[src/rtl/booth_r4_mul_seq.sv]
// ---------------------------------------------------------------------------
// booth_r4_mul_seq
//
// Sequential radix-4 Booth multiplier with its own control FSM.
// The two N-bit operands arrive as four N/2-bit beats on in_bus.
// The product is computed two multiplier bits per clock.
// The result is registered as a 2N-bit product together with an overflow flag.
//
// Parameters
//   N            operand width (even, >= 4)
//
// Ports
//   clk          rising-edge clock
//   rst          synchronous reset, active-low
//   start        begin a new operation (accepted in IDLE only)
//   signed_mode  1 = two's-complement, 0 = unsigned (latched on start)
//   in_valid     qualifies an in_bus beat while loading
//   in_bus       operand half-word: A lo, A hi, X lo, X hi
//   busy         high while loading operands or calculating
//   done         one-cycle pulse when product/ovf become valid
//   product      2N-bit result, held until the next accepted start
//   ovf          result does not fit in N bits for the latched mode
//   acc, acc_clr running sum of products and its clear
//                (only when BOOTH_ACC_EN is defined)
//
// Optional feature macro: BOOTH_ACC_EN
// ---------------------------------------------------------------------------
module booth_r4_mul_seq #(
    parameter int N = 16
) (
    input  logic             clk,
    input  logic             rst,
    input  logic             start,
    input  logic             signed_mode,
    input  logic             in_valid,
    input  logic [N/2-1:0]   in_bus,
    output logic             busy,
    output logic             done,
    output logic [2*N-1:0]   product,
    output logic             ovf
`ifdef BOOTH_ACC_EN
    ,
    output logic [2*N-1:0]   acc,
    input  logic             acc_clr
`endif
);

    localparam int CNT_W = $clog2(N/2+2);

    typedef enum logic [1:0] {IDLE, LOAD, CALC, DONE} state_t;

    state_t           state;
    state_t           state_next;
    logic [1:0]       beat;
    logic [CNT_W-1:0] iter_cnt;
    logic             mode_signed;
    logic [N-1:0]     a_reg;
    logic [N/2-1:0]   x_lo;
    logic [N+2:0]     a_ext;
    logic [N+1:0]     p_reg;
    logic [N+1:0]     x_reg;
    logic             x_guard;

    logic             load_last;
    logic             calc_last;
    logic [N-1:0]     x_full;
    logic [2:0]       triplet;
    logic [N+2:0]     addend;
    logic [N+2:0]     sum;
    logic [2*N-1:0]   final_prod;
    logic             final_ovf;

    assign load_last = (state == LOAD) && in_valid && (beat == 2'd3);
    assign calc_last = (state == CALC) && (iter_cnt == CNT_W'(1));
    assign x_full    = {in_bus, x_lo};

    // State register
    always_ff @(posedge clk) begin
        if (!rst) begin
            state <= IDLE;
        end else begin
            state <= state_next;
        end
    end

    // Next-state logic and busy flag
    always_comb begin
        state_next = state;
        busy       = 1'b0;
        case (state)
            IDLE: begin
                if (start) begin
                    state_next = LOAD;
                end
            end
            LOAD: begin
                busy = 1'b1;
                if (load_last) begin
                    state_next = CALC;
                end
            end
            CALC: begin
                busy = 1'b1;
                if (calc_last) begin
                    state_next = DONE;
                end
            end
            DONE: begin
                state_next = IDLE;
            end
            default: begin
                state_next = IDLE;
            end
        endcase
    end

    // Booth recoding of the current multiplier triplet. The add is done
    // one bit wider than P. In unsigned mode, P + 2A can exceed the signed
    // range of N+2 bits. The shifted result always fits back into N+2 bits.
    always_comb begin
        triplet = {x_reg[1], x_reg[0], x_guard};
        addend  = '0;
        case (triplet)
            3'b001, 3'b010: addend = a_ext;
            3'b011:         addend = a_ext << 1;
            3'b100:         addend = -(a_ext << 1);
            3'b101, 3'b110: addend = -a_ext;
            default:        addend = '0;
        endcase
        sum = {p_reg[N+1], p_reg} + addend;
    end

    // Result extraction.
    // Signed mode retires only N bits of X, so the product sits two places
    // higher in {P,X}. Unsigned mode retires all N+2 bits.
    always_comb begin
        final_prod = '0;
        final_ovf  = 1'b0;
        if (mode_signed) begin
            final_prod = {p_reg[N-1:0], x_reg[N+1:2]};
            final_ovf  = !((&final_prod[2*N-1:N-1]) || !(|final_prod[2*N-1:N-1]));
        end else begin
            final_prod = {p_reg[N-3:0], x_reg};
            final_ovf  = |final_prod[2*N-1:N];
        end
    end

    // Datapath: operand capture, iteration, and result registers
    always_ff @(posedge clk) begin
        if (!rst) begin
            beat        <= '0;
            iter_cnt    <= '0;
            mode_signed <= 1'b0;
            a_reg       <= '0;
            x_lo        <= '0;
            a_ext       <= '0;
            p_reg       <= '0;
            x_reg       <= '0;
            x_guard     <= 1'b0;
            product     <= '0;
            ovf         <= 1'b0;
            done        <= 1'b0;
        end else begin
            done <= (state == DONE);
            case (state)
                IDLE: begin
                    if (start) begin
                        mode_signed <= signed_mode;
                        beat        <= '0;
                        product     <= '0;
                        ovf         <= 1'b0;
                    end
                end
                LOAD: begin
                    if (in_valid) begin
                        beat <= beat + 2'd1;
                        case (beat)
                            2'd0: a_reg[N/2-1:0] <= in_bus;
                            2'd1: a_reg[N-1:N/2] <= in_bus;
                            2'd2: x_lo           <= in_bus;
                            default: begin
                                if (mode_signed) begin
                                    a_ext    <= {{3{a_reg[N-1]}}, a_reg};
                                    x_reg    <= {{2{x_full[N-1]}}, x_full};
                                    iter_cnt <= CNT_W'(N/2);
                                end else begin
                                    a_ext    <= {3'b000, a_reg};
                                    x_reg    <= {2'b00, x_full};
                                    iter_cnt <= CNT_W'(N/2+1);
                                end
                                p_reg   <= '0;
                                x_guard <= 1'b0;
                            end
                        endcase
                    end
                end
                CALC: begin
                    p_reg    <= {sum[N+2], sum[N+2:2]};
                    x_reg    <= {sum[1:0], x_reg[N+1:2]};
                    x_guard  <= x_reg[1];
                    iter_cnt <= iter_cnt - CNT_W'(1);
                end
                DONE: begin
                    product <= final_prod;
                    ovf     <= final_ovf;
                end
                default: begin
                end
            endcase
        end
    end

`ifdef BOOTH_ACC_EN
    // Running sum of products. A clear that coincides with a completion
    // restarts the sum from that product.
    always_ff @(posedge clk) begin
        if (!rst) begin
            acc <= '0;
        end else if (acc_clr) begin
            acc <= (state == DONE) ? final_prod : '0;
        end else if (state == DONE) begin
            acc <= acc + final_prod;
        end
    end
`endif

endmodule

[config.mk]
export PLATFORM = sky130hd
export DESIGN_NAME = booth_r4_mul_seq
export DESIGN_NICKNAME = d
export VERILOG_FILES = /design/src/rtl/booth_r4_mul_seq.sv
export SDC_FILE = /design/constraint.sdc
export NUM_CORES = 1
export LEC_CHECK = 0
export ABC_AREA = 1
export ABC_CLOCK_PERIOD_IN_PS = 3900
export BUFFER_PORTS_ARGS = -buffer_cell sky130_fd_sc_hd__buf_2
export CAP_MARGIN = 0
export CORE_MARGIN = 2
export CORE_UTILIZATION = 60
export CTS_CLUSTER_DIAMETER = 30
export DETAILED_ROUTE_END_ITERATION = 8
export MAX_ROUTING_LAYER = met4
export PLACE_DENSITY = 0.8
export SYNTH_ARGS = -nofsm -noshare
export SYNTH_HDL_FRONTEND = slang
export SYNTH_SLANG_ARGS = --single-unit
export TNS_END_PERCENT = 50
[constraint.sdc]
create_clock -name clk -period 3.9 [get_ports clk]
set_clock_uncertainty 0.2 [all_clocks]
set_input_delay 0.195 -clock clk [delete_from_list [all_inputs] [get_ports clk]]
set_output_delay 0.195 -clock clk [all_outputs]
set_load 0.005 [all_outputs]
==> impl_metrics.yaml, run 1 <==
status:
  status: "complete, no violations"
global_route:
  grt_pass1_wl_um: 29100
  grt.total_usage_pct: 29.7
  grt_pass1_vias: 6144
  grt-ovfl-total: 0
  grt_start_max_net_pins: 58
  antenna_found_initial: 0
setup_path:
  critPathMaxFanout: 5
  cpPeakStageDelay_ps: 350
  crit_top_cell: "nand2_1"
  required_ps: 4050
  cp_top_family: "compound AO/OA/AOI/OAI gates"
  path_buf_inv: 3
  crit_arrival_ps: 3410
  crit_slowest_cell: "ha_1"
  path_cells: "inv_1 -> ha_1 -> inv_1 -> nor3_1 -> inv_1 -> nor2_1 -> xor2_1 -> a221o_1 -> ha_1 -> a21oi_1 -> o21ai_0 -> a21oi_1 -> nand2_1 -> nand2_1 -> nand2_1 -> nand2_1 -> nand3_1 -> a21oi_1"
  endpoint_kind: "flip-flop"
  worstSetupPathType: "flip-flop to flip-flop"
  worst-path-stages: 18
  crit_path_start_kind: "flip-flop"
  rr_worst_depth: 18
timing:
  relSlewSlack_pct: 24.6
  final_hold_viol_count: 0
  drv_slew: 0
  worst_pin_slew_ps: 1130
  setup_viol_count_final: 0
  fmax_ghz: 0.307
  grt_setup_unrepaired: "false"
  fin_tns_setup_ps: 0
  period_minus_slack_ps: 3250
  timing.final.crit_share_pct: 83.5
min_path:
  whs_path_depth: 3
  hp-class: "input pin to flip-flop"
detailed_routing:
  first_pass_iters: 6
  routed_wl_um: 17700
  viasPerCell: 5.76
  routed.top_layer: "met4"
  drt_iter0_markers: 628
  ant_nets: 0
  wire_per_inst_um: 14.7
  vias: 6918
  wl_met1_um: 7880
  met2_length_um: 8060
  drc: 0
  wl_met3_um: 1110
cts:
  cts_buffer_depth: 2
  clock_sinks: 120
  post_cts.repair.setup_buffers: 0
  clk_pin_slew_worst_paths_ps: 50
  cts.htree.levels: 4
  cts_root_buffer: "clkbuf_16"
  cts_tree: "yes"
  clk_latency_ps: 420
  cts_inserted_buffers: 17
power:
  seqPwrFrac_pct: 35.0
  irDropWorstVdd_uv: 693
  p_sw_share_pct: 35.2
  cellLeakagePower_nw: 3.23
  power.internal_mw: 2.67
  power.switching_mw: 1.45
  powerDensity_nw_per_um2: 529
  combPwrFrac_pct: 28.1
  pwr-share-clk_pct: 36.9
finish:
  n_antenna_cell: 0
  syn_to_final_growth_pct: 13.7
  fin_area_um2: 7790
  largest_reg_flops: 32
  layout-drive-gt1-share_pct: 11.6
  most-common-layout-cells: "nand2_1, a21oi_1, dfxtp_1"
  nNetsFinal: 1090
  nFillCells: 978
  layout_commonest_cell: "nand2_1"
floorplanning:
  die_w_um: 111
  start_util_pct: 60.8
  rows: 39
  io_pins: 48
  core_area_um2: 11300
  die_height_um: 111
  die-area_um2: 12300
synth:
  synthesis.area_um2: 6850
  ys_warn_count: 0
  synth_ff_type: "dfxtp_1"
  synth_seq_area_share_pct: 35.1
  yosysUniqueCellTypes: 48
  synth_enable_flop_cells: 0
  synth-seq-cells: 120
  async_reset_ff_share_pct: 0
  syn_nets: 1054
  syn_avg_cell_area_um2: 6.78
  synthCells: 1011
placement:
  portBuffers: 47
  dp_hpwl_um: 12300
  globalplace.congestion: 0.949
  dpl-instance-area_um2: 7110
flow_run:
  max_cap_viol_count: 0
## layout make-up
type | count | area, um^2 | area share (%)
clock buffer | 23 | 478 | 6.14
clock inverter | 8 | 96.3 | 1.24
inverter | 95 | 363 | 4.66
multi-input combinational | 747 | 3870 | 49.6
sequential | 120 | 2400 | 30.8
tap | 143 | 179 | 2.30
timing repair buffer | 66 | 405 | 5.20
## metal layers
layer,vias to the layer above,track usage (%)
li1,3467,-
met1,3149,38.4
met2,257,45.8
met3,45,5.52
met4,0,12.5
met5,-,-
## kinds of logic after synthesis
logic type	after synthesis	synth area share, %
and+or+nand+nor	430	26.9
AOI/OAI and AO/OA	274	22.2
buffers and inverters	144	8.53
DFF	120	35.1
adders and majority gates	30	5.59
xor gates and xnor gates	13	1.66
## stage by stage
| stage | util, % | worst slack [ps] | std cells | total power [mW] | hold slack [ps] |
|---|---|---|---|---|---|
| floorplan | - | 1070 | 1011 | 2.34 | 159 |
| global placement | 63.0 | 766 | 1160 | 2.55 | 246 |
| detailed placement | 63.0 | 706 | 1160 | 2.57 | 250 |
| CTS | 69.1 | 688 | 1202 | 4.11 | 58.1 |
| global route | 69.1 | 340 | 1202 | 4.34 | 119 |
| finish | 69.1 | 645 | 1202 | 4.12 | 81.2 |
## power groups by stage
stage	clock (mW)	sequential (mW)	combinational, mW
after floorplan	0	1.44	0.900
after global placement	0	1.46	1.09
after detailed placement	0	1.46	1.11
after CTS	1.54	1.44	1.14
after global routing	1.60	1.45	1.28
final	1.52	1.44	1.16
## cell usage after synthesis (4+ instances only)
cell       count  area (um^2)
nand2_2        5         31.3
buf_1          5         18.8
a31oi_1       12         75.1
o21ai_1       10         50.1
inv_1         89          334
nor4_1         4         25.0
o2111ai_1      7         61.3
clkbuf_1      31          116
nand3_1       63          315
nor2_2         8         50.1
a211oi_1       4         30.0
xor2_1        12          105
dfxtp_1      120         2400
buf_2          8         40.0
o21ai_0       81          405
o22ai_1        7         43.8
nand2_1      277         1040
nand4_1       15         93.8
ha_1          29          363
a21oi_2        8         70.1
nor3_1         6         30.0
a21oi_1      127          636
nor2_1        40          150
## path summary, 6_finish.rpt
| check | from | endpoint | slack (ps) |
|---|---|---|---|
| setup / recovery | a_ext[0] | p_reg[11] | 650 |
| hold / removal | rst | done | 80 |
| setup reg to reg | a_ext[0] | p_reg[11] | 650 |
| hold reg to reg | product[16] | product[16] | 250 |
## timing repair
action,in CTS,in global routing
setup endpoints to repair,0,0
hold buffers,11,0
endpoints found under the hold margin,27,0
resized for setup,0,0
## worst register-to-register path, stage by stage, from the launching register on
cell     delay [ps]
dfxtp_1         300
inv_1           130
ha_1            240
inv_1            80
nor3_1          250
inv_1            80
nor2_1          120
xor2_1           90
a221o_1         310
ha_1            350
a21oi_1         210
o21ai_0         110
a21oi_1         120
nand2_1         150
nand2_1         120
nand2_1          50
nand2_1          60
nand3_1          80
a21oi_1         130
No activity file was read; power rests on OpenSTA's default activity.
==> run 2: changes to the inputs <==
--- a/config.mk
+++ b/config.mk
@@ -6,15 +6,15 @@
 export NUM_CORES = 1
 export LEC_CHECK = 0
 export ABC_AREA = 1
-export ABC_CLOCK_PERIOD_IN_PS = 3900
+export ABC_CLOCK_PERIOD_IN_PS = 2900
 export BUFFER_PORTS_ARGS = -buffer_cell sky130_fd_sc_hd__buf_2
 export CAP_MARGIN = 0
 export CORE_MARGIN = 2
-export CORE_UTILIZATION = 60
+export CORE_UTILIZATION = 55
 export CTS_CLUSTER_DIAMETER = 30
 export DETAILED_ROUTE_END_ITERATION = 8
 export MAX_ROUTING_LAYER = met4
-export PLACE_DENSITY = 0.8
+export PLACE_DENSITY = 0.78
 export SYNTH_ARGS = -nofsm -noshare
 export SYNTH_HDL_FRONTEND = slang
 export SYNTH_SLANG_ARGS = --single-unit
==> constraint.sdc (replaced) <==
create_clock -name clk -period 2.9 [get_ports clk]
set_clock_uncertainty 0.2 [all_clocks]
set_input_delay 0.145 -clock clk [delete_from_list [all_inputs] [get_ports clk]]
set_output_delay 0.145 -clock clk [all_outputs]
set_load 0.005 [all_outputs]
==> impl_metrics.yaml, run 2 (synthesis gave the netlist of run 1 again) <==
global_route:
  grt.total_usage_pct: 29.8
  grt_start_max_net_pins: 58
  antenna_found_initial: 0
  grt_pass1_wl_um: 30700
  grt-ovfl-total: 0
  grt_pass1_vias: 6539
power:
  powerDensity_nw_per_um2: 651
  power.internal_mw: 3.55
  power_mw: 5.56
  pwr-share-clk_pct: 35.5
  cellLeakagePower_nw: 3.55
  seqPwrFrac_pct: 35.0
  power.switching_mw: 2.01
  irDropWorstVdd_uv: 628
  combPwrFrac_pct: 29.5
  p_sw_share_pct: 36.1
timing:
  drv_slew: 0
  holdWs_ps: 27.5
  timing.final.crit_share_pct: 102
  setup_viol_count_final: 4
  fmax_ghz: 0.338
  relSlewSlack_pct: 43.0
  worst_pin_slew_ps: 853
  fin_ws_ps: -61.1
  grt_setup_unrepaired: "true"
  final_hold_viol_count: 0
  period_minus_slack_ps: 2960
setup_path:
  path_cells: "nor2_4 -> buf_4 -> buf_4 -> nand3_2 -> xor2_1 -> inv_1 -> a221o_1 -> ha_4 -> nand2_1 -> nor2_1 -> nand2_1 -> o211ai_1 -> nand3_1 -> nand2_1 -> nand2_1 -> nand3_2 -> a21oi_2"
  r2r_end: "p_reg[14]"
  crit_arrival_ps: 3030
  critPathMaxFanout: 4
  required_ps: 2970
  path_buf_inv: 3
  reg2reg_from: "a_ext[5]"
  endpoint_kind: "flip-flop"
  crit_slowest_cell: "dfxtp_1"
  endpoint: "p_reg[14]"
  crit_path_start_kind: "flip-flop"
  worst-path-stages: 17
  rr_worst_depth: 17
  cpPeakStageDelay_ps: 330
  cp_top_family: "simple AND/OR/NAND/NOR gates"
  ff2ff_setup_slack_ps: -60
  crit_top_cell: "nand2_1"
  startpoint: "a_ext[5]"
  worstSetupPathType: "flip-flop to flip-flop"
status:
  status: "complete, but fails checks"
  violations: "negative setup slack"
floorplanning:
  die_height_um: 116
  start_util_pct: 56.8
  core_area_um2: 12100
  rows: 40
  io_pins: 48
  die_w_um: 116
  die-area_um2: 13400
finish:
  layout-drive-gt1-share_pct: 21.7
  most-common-layout-cells: "nand2_1, a21oi_1, dfxtp_1"
  nFillCells: 1008
  seq_area_um2: 2410
  fin_area_um2: 8540
  largest_reg_flops: 32
  n_antenna_cell: 0
  nNetsFinal: 1149
  layout_commonest_cell: "nand2_1"
  syn_to_final_growth_pct: 24.7
  multi_input_area_um2: 4140
cts:
  clock_sinks: 120
  cts_buffer_depth: 2
  clk_latency_ps: 420
  cts.htree.levels: 4
  cts_inserted_buffers: 17
  clk_pin_slew_worst_paths_ps: 60
  cts_root_buffer: "clkbuf_16"
  cts_tree: "yes"
detailed_routing:
  first_pass_iters: 6
  wire_per_inst_um: 15.1
  ant_nets: 0
  routed_wl_um: 19500
  drt_iter0_markers: 628
  vias: 7262
  viasPerCell: 5.64
  drc: 0
placement:
  dpl-instance-area_um2: 7500
  globalplace.congestion: 0.983
  portBuffers: 47
  dp_hpwl_um: 13300
min_path:
  hp-class: "input pin to flip-flop"
flow_run:
  max_cap_viol_count: 0
run 2: metrics by stage:
stage,TNS (ps),instances,util (%),setup WS [ps]
3_5_place_dp,-346,1232,62.2,-68.2
2_1_floorplan,0,1011,-,66.1
6_report,-168,1287,70.8,-61.1
5_1_grt,-1870,1287,70.8,-245
3_3_place_gp,-13.8,1232,62.2,-13.8
4_1_cts,0,1279,68.8,0.781
run 2: worst min path at each step:
stage,startpoint,slack [ps],cells after the start,to
floorplan,in_bus[7],110,2,a_reg[15]
global placement,signed_mode,230,3,mode_signed
detailed placement,signed_mode,240,3,mode_signed
CTS,rst,10,3,done
global route,in_valid,80,5,a_reg[12]
finish,in_valid,30,5,x_lo[1]
run 2: worst min-delay path, cell delays in order:
cell and delay [ps]:
buf_2 100, nand2_2 90, inv_4 120, nand3_1 90, a21oi_1 60
run 2: cell type report:
cell class                      instances  area share (%)
Clock buffer                           20            5.34
Clock inverter                         12            1.19
Inverter                               95            4.25
Multi-Input combinational cell        747            48.4
Sequential cell                       120            28.2
Tap cell                              168            2.46
Timing Repair Buffer                  125            10.2
run 2: routing by layer:
| layer | GRT usage (%) | part of all wire [%] |
|---|---|---|
| met3 | 5.86 | 6.1 |
| met1 | 37.2 | 43 |
| met4 | 12.8 | 4.4 |
| met5 | - | 0 |
| met2 | 47.1 | 46 |
run 2: repair_timing:
item	4_1_cts	5_1_grt
pin swaps	25	29
buffers inserted	4	8
hold buffers	11	0
resized for setup	21	53
endpoints found under the setup margin	8	14
endpoints found under the hold margin	27	0
run 2: power by group through the flow:
| stage | logic [mW] | registers, mW | clock network, mW |
|---|---|---|---|
| 2_1_floorplan | 1.21 | 1.94 | 0 |
| 3_3_place_gp | 1.53 | 1.96 | 0 |
| 3_5_place_dp | 1.55 | 1.97 | 0 |
| 4_1_cts | 1.60 | 1.94 | 1.98 |
| 5_1_grt | 1.81 | 1.96 | 2.05 |
| 6_report | 1.64 | 1.95 | 1.97 |
